**src/rtl/aes_pkg.sv**
```systemverilog
// Shared types and constants for the AES CTR streaming front end.
package aes_pkg;

   typedef logic [127:0] aes_block_t;

   localparam int AES_CORE_LAT = 11;

   typedef enum logic [1:0] {
      S_IDLE,
      S_RUN,
      S_DRAIN,
      S_ERR
   } ctr_state_e;

endpackage

```
**src/rtl/aes_ctr_stream_if.sv**
```systemverilog
// Bundle of the IV, plaintext, result and AES core handshakes seen by aes_ctr_stream.
interface aes_ctr_stream_if #(
   parameter int DATA_W = 128
);
   logic              iv_load;
   logic [DATA_W-1:0] iv_in;
   logic              pt_valid;
   logic              pt_ready;
   logic [DATA_W-1:0] pt_data;
   logic              out_valid;
   logic              out_ready;
   logic [DATA_W-1:0] out_data;
   logic              core_valid;
   logic              core_ready;
   logic [DATA_W-1:0] core_data;
   logic              core_keys_vld;
   logic              core_out_vld;
   logic [DATA_W-1:0] core_out_data;
   logic              busy;
   logic              ctr_err;

   modport slave (
      input  iv_load, iv_in, pt_valid, pt_data, out_ready,
             core_ready, core_keys_vld, core_out_vld, core_out_data,
      output pt_ready, out_valid, out_data, core_valid, core_data, busy, ctr_err
   );

   modport master (
      output iv_load, iv_in, pt_valid, pt_data, out_ready,
             core_ready, core_keys_vld, core_out_vld, core_out_data,
      input  pt_ready, out_valid, out_data, core_valid, core_data, busy, ctr_err
   );
endinterface

```
**src/rtl/aes_sync_fifo.sv**
```systemverilog
// Show-ahead synchronous FIFO: rdata is the head entry whenever empty is low.
module aes_sync_fifo #(
   parameter int WIDTH = 128,
   parameter int DEPTH = 16
) (
   input  logic                       clk,
   input  logic                       rst,
   input  logic                       push,
   input  logic                       pop,
   input  logic [WIDTH-1:0]           wdata,
   output logic [WIDTH-1:0]           rdata,
   output logic                       full,
   output logic                       empty,
   output logic [$clog2(DEPTH+1)-1:0] count
);
   localparam int AW = (DEPTH > 1) ? $clog2(DEPTH) : 1;
   localparam int CW = $clog2(DEPTH + 1);

   logic [WIDTH-1:0] mem [DEPTH];
   logic [AW-1:0]    wr_ptr;
   logic [AW-1:0]    rd_ptr;
   logic             do_push;
   logic             do_pop;

   assign full    = (count == CW'(DEPTH));
   assign empty   = (count == '0);
   assign do_push = push & ~full;
   assign do_pop  = pop & ~empty;
   assign rdata   = mem[rd_ptr];

   always_ff @(posedge clk or posedge rst) begin
      if (rst) begin
         wr_ptr <= '0;
         rd_ptr <= '0;
         count  <= '0;
      end else begin
         if (do_push)
            wr_ptr <= (wr_ptr == AW'(DEPTH - 1)) ? '0 : wr_ptr + AW'(1);
         if (do_pop)
            rd_ptr <= (rd_ptr == AW'(DEPTH - 1)) ? '0 : rd_ptr + AW'(1);
         count <= count + CW'(do_push) - CW'(do_pop);
      end
   end

   always_ff @(posedge clk) begin
      if (do_push)
         mem[wr_ptr] <= wdata;
   end
endmodule

```
**src/rtl/aes_ctr_stream.sv**
```systemverilog
// CTR-mode front end for the pipelined AES encrypt core: issues counter blocks, XORs keystream on return.
// Optional macro AES_CTR_WRAP_ERR_EN: stop with ctr_err instead of silently wrapping the counter.
//
//   state   | meaning
//   S_IDLE  | no IV loaded yet, nothing accepted
//   S_RUN   | accepting plaintext, counter advancing
//   S_DRAIN | new IV pending, waiting for all outstanding blocks to leave
//   S_ERR   | counter exhausted, only draining (macro builds only)
module aes_ctr_stream
   import aes_pkg::*;
#(
   parameter int DATA_W    = 128,
   parameter int CTR_W     = 32,
   parameter int OUT_DEPTH = 16
) (
   input logic             clk,
   input logic             rst,
   aes_ctr_stream_if.slave bus
);
   localparam int CRW = $clog2(OUT_DEPTH + 1);
   localparam int QW  = $clog2(AES_CORE_LAT + 1);

   ctr_state_e        state;
   logic [DATA_W-1:0] ctr;
   logic [DATA_W-1:0] ctr_next;
   logic [DATA_W-1:0] pend_iv;
   logic [DATA_W-1:0] pt_head;
   logic [DATA_W-1:0] out_head;
   logic [CRW-1:0]    credits;
   logic [CRW-1:0]    pt_count;
   logic [CRW-1:0]    out_count;
   logic [QW-1:0]     quiet;
   logic              accept;
   logic              ks_ret;
   logic              ret;
   logic              busy_i;
   logic              pt_empty;
   logic              pt_full;
   logic              out_empty;
   logic              out_full;

   assign busy_i       = (credits != CRW'(OUT_DEPTH));
   assign bus.pt_ready = (state == S_RUN) & bus.core_ready & bus.core_keys_vld & (credits != '0);
   assign accept       = bus.pt_valid & bus.pt_ready;
   assign bus.core_valid = accept;
   assign bus.core_data  = ctr;
   assign ks_ret       = bus.core_out_vld & ~pt_empty;
   assign bus.out_valid = ~out_empty;
   assign bus.out_data  = out_empty ? '0 : out_head;
   assign ret          = ~out_empty & bus.out_ready;
   assign bus.busy     = busy_i;
   assign ctr_next     = {ctr[DATA_W-1:CTR_W], ctr[CTR_W-1:0] + CTR_W'(1)};

`ifdef AES_CTR_WRAP_ERR_EN
   assign bus.ctr_err = (state == S_ERR);
`else
   assign bus.ctr_err = 1'b0;
`endif

   aes_sync_fifo #(.WIDTH(DATA_W), .DEPTH(OUT_DEPTH)) u_pt_fifo (
      .clk   (clk),
      .rst   (rst),
      .push  (accept),
      .pop   (ks_ret),
      .wdata (bus.pt_data),
      .rdata (pt_head),
      .full  (pt_full),
      .empty (pt_empty),
      .count (pt_count)
   );

   aes_sync_fifo #(.WIDTH(DATA_W), .DEPTH(OUT_DEPTH)) u_out_fifo (
      .clk   (clk),
      .rst   (rst),
      .push  (ks_ret),
      .pop   (ret),
      .wdata (pt_head ^ bus.core_out_data),
      .rdata (out_head),
      .full  (out_full),
      .empty (out_empty),
      .count (out_count)
   );

   always_ff @(posedge clk or posedge rst) begin
      if (rst)
         credits <= CRW'(OUT_DEPTH);
      else if (accept & ~ret)
         credits <= credits - CRW'(1);
      else if (ret & ~accept)
         credits <= credits + CRW'(1);
   end

   always_ff @(posedge clk or posedge rst) begin
      if (rst) begin
         state   <= S_IDLE;
         ctr     <= '0;
         pend_iv <= '0;
      end else begin
         case (state)
            S_IDLE: begin
               if (bus.iv_load) begin
                  ctr   <= bus.iv_in;
                  state <= S_RUN;
               end
            end
            S_RUN: begin
               if (bus.iv_load) begin
                  if (busy_i) begin
                     pend_iv <= bus.iv_in;
                     state   <= S_DRAIN;
                  end else begin
                     ctr <= bus.iv_in;
                  end
               end else if (accept) begin
                  ctr <= ctr_next;
`ifdef AES_CTR_WRAP_ERR_EN
                  if (&ctr[CTR_W-1:0])
                     state <= S_ERR;
`endif
               end
            end
            S_DRAIN: begin
               // the newest IV wins if one arrives on the cycle the drain completes
               if (!busy_i) begin
                  ctr   <= bus.iv_load ? bus.iv_in : pend_iv;
                  state <= S_RUN;
               end else if (bus.iv_load) begin
                  pend_iv <= bus.iv_in;
               end
            end
`ifdef AES_CTR_WRAP_ERR_EN
            S_ERR: begin
               if (bus.iv_load) begin
                  if (busy_i) begin
                     pend_iv <= bus.iv_in;
                     state   <= S_DRAIN;
                  end else begin
                     ctr   <= bus.iv_in;
                     state <= S_RUN;
                  end
               end
            end
`endif
            default: state <= S_IDLE;
         endcase
      end
   end

   // Core results issued before a reset may still emerge for one core latency afterwards.
   always_ff @(posedge clk or posedge rst) begin
      if (rst)
         quiet <= QW'(AES_CORE_LAT);
      else if (quiet != '0)
         quiet <= quiet - QW'(1);
   end

   a_no_orphan_result: assert property (@(posedge clk) disable iff (rst)
      (bus.core_out_vld && quiet == '0) |-> !pt_empty);
   a_no_pt_overflow: assert property (@(posedge clk) disable iff (rst) !(accept && pt_full));
   a_no_out_overflow: assert property (@(posedge clk) disable iff (rst) !(ks_ret && out_full));
   a_credit_balance: assert property (@(posedge clk) disable iff (rst)
      int'(pt_count) + int'(out_count) + int'(credits) == OUT_DEPTH);
endmodule

```
**src/flat_wrapper.sv**
```systemverilog
// flat-port wrapper written by rule: the top's interface ports become plain ports
module aes_ctr_stream_flat import aes_pkg::*;
#(
   parameter int DATA_W    = 128,
   parameter int CTR_W     = 32,
   parameter int OUT_DEPTH = 16
)
  (clk, rst, bus_iv_load, bus_iv_in, bus_pt_valid, bus_pt_data, bus_out_ready, bus_core_ready, bus_core_keys_vld, bus_core_out_vld, bus_core_out_data, bus_pt_ready, bus_out_valid, bus_out_data, bus_core_valid, bus_core_data, bus_busy, bus_ctr_err);
  aes_ctr_stream_if #(.DATA_W(DATA_W)) bus_i ();
  input logic clk;
  input logic rst;
  input wire logic [$bits(bus_i.iv_load)-1:0] bus_iv_load;
  input wire logic [$bits(bus_i.iv_in)-1:0] bus_iv_in;
  input wire logic [$bits(bus_i.pt_valid)-1:0] bus_pt_valid;
  input wire logic [$bits(bus_i.pt_data)-1:0] bus_pt_data;
  input wire logic [$bits(bus_i.out_ready)-1:0] bus_out_ready;
  input wire logic [$bits(bus_i.core_ready)-1:0] bus_core_ready;
  input wire logic [$bits(bus_i.core_keys_vld)-1:0] bus_core_keys_vld;
  input wire logic [$bits(bus_i.core_out_vld)-1:0] bus_core_out_vld;
  input wire logic [$bits(bus_i.core_out_data)-1:0] bus_core_out_data;
  output wire logic [$bits(bus_i.pt_ready)-1:0] bus_pt_ready;
  output wire logic [$bits(bus_i.out_valid)-1:0] bus_out_valid;
  output wire logic [$bits(bus_i.out_data)-1:0] bus_out_data;
  output wire logic [$bits(bus_i.core_valid)-1:0] bus_core_valid;
  output wire logic [$bits(bus_i.core_data)-1:0] bus_core_data;
  output wire logic [$bits(bus_i.busy)-1:0] bus_busy;
  output wire logic [$bits(bus_i.ctr_err)-1:0] bus_ctr_err;
  assign bus_i.iv_load = bus_iv_load;
  assign bus_i.iv_in = bus_iv_in;
  assign bus_i.pt_valid = bus_pt_valid;
  assign bus_i.pt_data = bus_pt_data;
  assign bus_i.out_ready = bus_out_ready;
  assign bus_i.core_ready = bus_core_ready;
  assign bus_i.core_keys_vld = bus_core_keys_vld;
  assign bus_i.core_out_vld = bus_core_out_vld;
  assign bus_i.core_out_data = bus_core_out_data;
  assign bus_pt_ready = bus_i.pt_ready;
  assign bus_out_valid = bus_i.out_valid;
  assign bus_out_data = bus_i.out_data;
  assign bus_core_valid = bus_i.core_valid;
  assign bus_core_data = bus_i.core_data;
  assign bus_busy = bus_i.busy;
  assign bus_ctr_err = bus_i.ctr_err;
  aes_ctr_stream #(.DATA_W(DATA_W), .CTR_W(CTR_W), .OUT_DEPTH(OUT_DEPTH)) u_core (.clk(clk), .rst(rst), .bus(bus_i));
endmodule
```
**config.mk**
```make
export PLATFORM = sky130hd
export DESIGN_NAME = aes_ctr_stream_flat
export DESIGN_NICKNAME = d
export VERILOG_FILES = /design/src/rtl/aes_pkg.sv /design/src/rtl/aes_ctr_stream_if.sv /design/src/rtl/aes_sync_fifo.sv /design/src/rtl/aes_ctr_stream.sv /design/src/flat_wrapper.sv
export SDC_FILE = /design/constraint.sdc
export NUM_CORES = 2
export LEC_CHECK = 0
export BUFFER_PORTS_ARGS = -buffer_cell sky130_fd_sc_hd__buf_2
export CAP_MARGIN = 20
export CELL_PAD_IN_SITES_DETAIL_PLACEMENT = 0
export CELL_PAD_IN_SITES_GLOBAL_PLACEMENT = 1
export CORE_ASPECT_RATIO = 1.4
export CORE_MARGIN = 10
export CORE_UTILIZATION = 55
export DETAILED_ROUTE_END_ITERATION = 7
export PLACE_DENSITY = 0.88
export SLEW_MARGIN = 20
export SYNTH_ARGS = -nofsm -noshare
export SYNTH_HDL_FRONTEND = slang
export SYNTH_SLANG_ARGS = --single-unit
```
**constraint.sdc**
```tcl
create_clock -name clk -period 18.9 [get_ports clk]
set_clock_uncertainty 0.2 [all_clocks]
set_input_delay 2.835 -clock clk [delete_from_list [all_inputs] [get_ports clk]]
set_output_delay 2.835 -clock clk [all_outputs]
set_load 0.02 [all_outputs]
```
==> Yosys cells after proc, flatten, opt, wreduce, memory -nomap -nowiden <==
Memory sizes are Yosys's and may differ from the RTL's.
Cells that the tools add are included.
{ "word_totals": {"in_bits": 392, "word_cells": 98, "ram_bits": 4096, "n_memories": 2, "out_inout_bits": 261, "regBits": 289} }
{ "memory_table": {"columns": ["name", "depth", "word_bits", "read_ports", "rd_ports_with_merged_regs", "write_ports", "line_no", "rtl"], "rows": [
  ["u_core.u_out_fifo.mem", 16, 128, 1, 0, 1, "aes_sync_fifo.sv:19", "logic [WIDTH-1:0] mem [DEPTH];"],
  ["u_core.u_pt_fifo.mem", 16, 128, 1, 0, 1, "aes_sync_fifo.sv:19", null]
]} }
{ "classes": {"add_sub_neg": 11, "n_reduce_logical": 11, "eq_ne": 17, "mux": 27, "bitwise": 19} }
{ "ops": {"columns": ["op", "n"], "rows": [
  ["$mux 128", 9],
  ["$pmux 128 s3", 1],
  ["$pmux 128 s2", 1],
  ["$xor 128x128->128", 1],
  ["$add 32x1->32 const B", 1],
  ["$mux 32", 1],
  ["$add 4x1->4 const B", 4],
  ["$eq 4x4->1 const B", 4],
  ["$mux 4", 4],
  ["$and 1x1->1", 12],
  ["$ne 2x2->1 const B", 6],
  ["$add 5x1->5", 2],
  ["$eq 5x5->1 const B", 2],
  ["$logic_not 5->1", 2],
  ["$mux 5", 2],
  ["$reduce_and 5->1", 2],
  ["$sub 5x1->5", 2],
  ["$mux 2", 4],
  ["$reduce_and 4->1", 2],
  ["$not 1->1", 6],
  ["$pmux 2 s3", 1],
  ["$add 5x1->5 const B", 1],
  ["$ne 5x5->1 const B", 1],
  ["$reduce_bool 5->1", 1],
  ["other kinds (9)", 13]
]} }

==> Depth between registers and ports, before layout <==
{ "logic_depth": {"depth_word": 9, "mapped_depth": 16} }

==> Modules after synthesis <==
A second synthesis with hierarchy kept.
{ "unflattened": {"cells_unflattened": 8959, "area_unflattened_um2": 171954.9} }
{ "modules_own_cells": {"columns": ["mod", "cells_per_inst", "seq_area_each_um2", "instances", "area_per_inst_um2"], "rows": [
  ["aes_sync_fifo at u_core.u_pt_fifo", 3776, 61824.3, 1, 79083.3],
  ["aes_sync_fifo at u_core.u_out_fifo", 3765, 61824.3, 1, 78594.1],
  ["aes_ctr_stream", 1418, 6582.6, 1, 14277.4]
]} }

==> Worst setup path before layout <==
OpenSTA, ideal clock, no wires.
{ "synth_path": {"path_kind": "in2reg", "from": "input port bus_core_out_vld", "to": "memory u_core.u_out_fifo.mem[0][0] (enable)", "stages": 4, "slack_ns": 2.020, "t_arrival_ns": 15.750, "n_path_buf": 0, "t_required_ns": 17.770, "setup_ns": 0.930, "cell_sequence": "inv_1 a311oi_1 inv_1 nor4_1"} }
{ "synth_between": {"elab_chain_cells": 4} }
{ "synth_rtl": {"columns": ["element", "line_no", "rtl"], "rows": [
  ["start, declared", "flat_wrapper.sv:19", "input wire logic [$bits(bus_i.core_out_vld)-1:0] bus_core_out_vld;"],
  ["$and 1x1->1", "aes_ctr_stream.sv:47", "assign ks_ret = bus.core_out_vld & ~pt_empty;"],
  ["$and 1x1->1", "aes_sync_fifo.sv:27", "assign do_push = push & ~full;"],
  ["$mux 1", "aes_sync_fifo.sv:46", "if (do_push)"],
  ["$mux 1 (not written as such)", "aes_sync_fifo.sv:47", "mem[wr_ptr] <= wdata;"],
  ["end, declared", "aes_sync_fifo.sv:19", null]
]} }
Every way passes these cells.

==> Final worst setup path <==
{ "layout_path": {"from": "register u_core.u_out_fifo.rd_ptr[0]", "to": "output port bus_out_data[76]"} }
{ "layout_between": {"elab_chain_cells": 2} }
{ "layout_rtl": {"columns": ["element", "line_no", "rtl"], "rows": [
  ["start, declared", "aes_sync_fifo.sv:21", "logic [AW-1:0] rd_ptr;"],
  ["start signal, assigned", "aes_sync_fifo.sv:40", "rd_ptr <= (rd_ptr == AW'(DEPTH - 1)) ? '0 : rd_ptr + AW'(1);"],
  ["$mem_v2 16x128", null, null],
  ["$mux 128", "aes_ctr_stream.sv:49", "assign bus.out_data = out_empty ? '0 : out_head;"],
  ["end, declared", "flat_wrapper.sv:23", "output wire logic [$bits(bus_i.out_data)-1:0] bus_out_data;"]
]} }
Every way passes these cells.

==> results.py <==
metrics = {
    "detailed_routing": {
        "postRouteAntennaNets": 0,
        "viasPerCell": 6.83,
        "drcViolationCount": 0,
        "drt_wl_total_um": 472000,
        "first_pass_iters": 6,
        "detail_route.wl_per_cell_um": 37.8,
        "drtIter0Drc": 13347,
        "num_vias": 85454,
    },
    "worst_setup_path": {
        "arrival_ns": 6.19,
        "cp_slowest_cell": "dfrtp_4",
        "critPathKind": "reg2out",
        "end_kind": "output port",
        "worst_path_most_repeated_cell": "buf_4",
        "max_stage_delay_ns": 1.05,
        "required_ns": 15.87,
        "start_kind": "flop",
        "crit_fanout": 47,
        "worstPathCellList": "buf_4 -> buf_4 -> buf_4 -> mux4_2 -> mux4_2 -> and2_1 -> buf_2",
    },
    "clock_tree": {
        "h-tree-depth": 5,
        "hold_buffers": 0,
        "clk_path_buf_depth": 4,
        "cts-root-buf": "clkbuf_16",
        "cts.clk_slew.worst_paths_ns": 0.07,
        "cts_inserted_buffers": 375,
        "clk-insertion-delay-late_ns": 0.91,
        "postCtsSetupBuffers": 0,
        "cts.sinks": 4385,
        "cts_resized": 0,
        "cts_tree": "done",
    },
    "die": {
        "rows": 240,
        "dieHeight_um": 676,
        "die_w_um": 489,
        "io_pins": 653,
        "coreArea_sq_um": 306000,
        "dieArea_sq_um": 331000,
        "initial_utilization": 0.554,
    },
    "sta": {
        "final.setup.tns_ns": 0,
        "setup_viol": 0,
        "finalCritPeriodShare": 0.488,
        "tightest_slew_ns": 1.19,
        "period_minus_slack_ns": 9.22,
        "final_hold_viol_count": 0,
        "drv_slew": 0,
        "rsz0062_at_grt": "false",
        "maxSlewHeadroom": 0.205,
        "worst_slack_ns": 9.68,
        "fmax_mhz": 108,
    },
    "status": {
        "status": "finished, final reports clean",
    },
    "grt": {
        "grt_max_degree": 173,
        "grt_pass1_wl_um": 667000,
        "grt_usage": 0.281,
        "grt_antenna_before_repair": 163,
        "first_global_vias": 85948,
        "overflow": 0,
    },
    "synth": {
        "netlist_area_sq_um": 169000,
        "ys_types": 71,
        "synth-edff-count": 4096,
        "async_flop_share": 0.0659,
        "ys_seq_area_frac": 0.770,
        "ys_ff_latch": 4385,
        "ys_warn_count": 0,
        "syn_area_per_cell_sq_um": 23.0,
        "synth_fp_nets": 7786,
        "synthCells": 7359,
        "synthFlopType": "edfxtp_1",
    },
    "power_and_ir_drop": {
        "power_per_cell_area_nw_per_um2": 168,
        "p_leak_nw": 61.2,
        "ir_drop_mv": 0.145,
        "total_power_w": 0.0320,
    },
    "layout": {
        "final_common_cell": "edfxtp_1",
        "syn_to_final_growth_pct": 12.4,
        "nets": 8571,
        "final_cell_mix": "4,096 x edfxtp_1, 1,241 x mux4_2, 651 x buf_2",
        "final_layout_size_suffix_gt1_frac": 0.338,
        "stdcell_area_sq_um": 190000,
        "finalNonFillerCells": 12508,
    },
    "placed_design": {
        "hpwl_um": 255000,
        "port_buffers": 651,
        "placed_cells": 11753,
        "globalplace.congestion": 0.871,
        "dpl_cell_area_sq_um": 177000,
        "place_ws_ns": 10.39,
    },
    "run": {
        "drv_cap": 0,
    },
    "min_path": {
        "hold_class": "reg2reg",
    },
}
[where the power goes]
group          switching (W)  internal, W  leakage, nW
Sequential          0.000577       0.0130         40.4
Combinational        0.00658      0.00404         14.9
Clock                0.00349      0.00432         5.95
[Yosys cell counts, types with 4 or more instances]
library cell  number  area share
nand4_1           11     0.00041
mux2i_1           48      0.0028
nor2_1            56      0.0012
a22o_1             7     0.00036
ha_1              32      0.0024
mux2_2           134      0.0089
o31ai_1            5     0.00022
nor4_1            14     0.00052
xnor2_1           16     0.00083
buf_1             25     0.00055
o31a_1             7     0.00036
nand2_1          140      0.0031
buf_4             12     0.00053
and4_1             4     0.00021
and3_1             9     0.00033
mux4_2          1241        0.17
dfrtp_1          288       0.043
xor2_1           134      0.0069
clkbuf_1         244      0.0054
a211oi_1          44      0.0020
a21oi_1           57      0.0017
nand3_1           13     0.00038
o2bb2ai_1          4     0.00021
buf_2            123      0.0036
a221oi_1          17     0.00088
edfxtp_1        4096        0.73
nor3_1            21     0.00062
inv_1             48      0.0011
a31oi_1            9     0.00033
nor2b_1           43      0.0016
a22oi_1          102      0.0045
a21o_1             8     0.00035
a221o_1            5     0.00030
and2_1           135      0.0050
o21ai_0          144      0.0043
[registers in the layout (all words and copies together) (netlist names)]
name                      count
u_core.u_out_fifo.mem      2048
u_core.u_pt_fifo.mem       2048
u_core.bus.core_data        128
u_core.pend_iv              128
u_core.credits                5
u_core.u_out_fifo.count       5
u_core.u_pt_fifo.count        5
u_core.u_out_fifo.rd_ptr      4
u_core.u_out_fifo.wr_ptr      4
u_core.u_pt_fifo.rd_ptr       4
u_core.u_pt_fifo.wr_ptr       4
u_core.state                  2
[critical path, delay by kind of cell, from the launching register on]
| family | cells | cell delay, ns |
|---|---|---|
| buffers and inverters | 4 | 2.65 |
| multiplexers | 2 | 1.13 |
| flip-flops | 1 | 1.05 |
| AND/OR/NAND/NOR | 1 | 0.24 |
[layer usage]
metal,track usage,vias to the layer above,wire (um)
met1,0.371,45137,161000
met4,0.109,118,18800
met5,0,-,771
li1,-,32565,-
met3,0.0865,1020,59600
met2,0.443,6614,232000
[per-stage QoR]
step	util	hold slack, ns
after floorplan	-	0.270
after global placement	0.580	0.257
after detailed placement	0.580	0.264
after CTS	0.620	0.279
after global routing	0.622	0.294
final	0.622	0.276
[logic make-up after synthesis]
logic type	after synthesis	synth area share
flip-flops	4385	0.770
multiplexers	1423	0.177
AND/OR/NAND/NOR	467	0.0144
buffers and inverters	457	0.0114
AO/OA/AOI/OAI	441	0.0172
XOR/XNOR	150	0.00776
adder cells (fa/ha/maj)	35	0.00272
other	1	0.0000222
[final cells by class]
class,instances,area [sq um]
repair buffers,815,4700
flip-flops and latches,4385,130000
inverters,50,195
diodes,76,190
multi-input cells,2517,37700
well taps,3993,5000
clock inverters,219,2230
fillers,19152,116000
clock buffers,453,9890
[final timing paths]
| check | slack (ns) | from | cells past startpoint | endpoint |
|---|---|---|---|---|
| min reg2reg | 0.28 | u_core.bus.core_data[117] | 2 | u_core.bus.core_data[117] |
| max reg2reg | 12.18 | u_core.u_pt_fifo.rd_ptr[1] | 9 | u_core.u_out_fifo.mem[14][61] |
| min in group asynchronous | 1.91 | rst | 2 | u_core.pend_iv[71] |
| max | 9.68 | u_core.u_out_fifo.rd_ptr[0] | 7 | bus_out_data[76] |
| max in group asynchronous | 14.12 | rst | 4 | u_core.pend_iv[115] |
| min | 0.28 | u_core.bus.core_data[117] | 2 | u_core.bus.core_data[117] |
No activity file was read; power rests on OpenSTA's default activity.
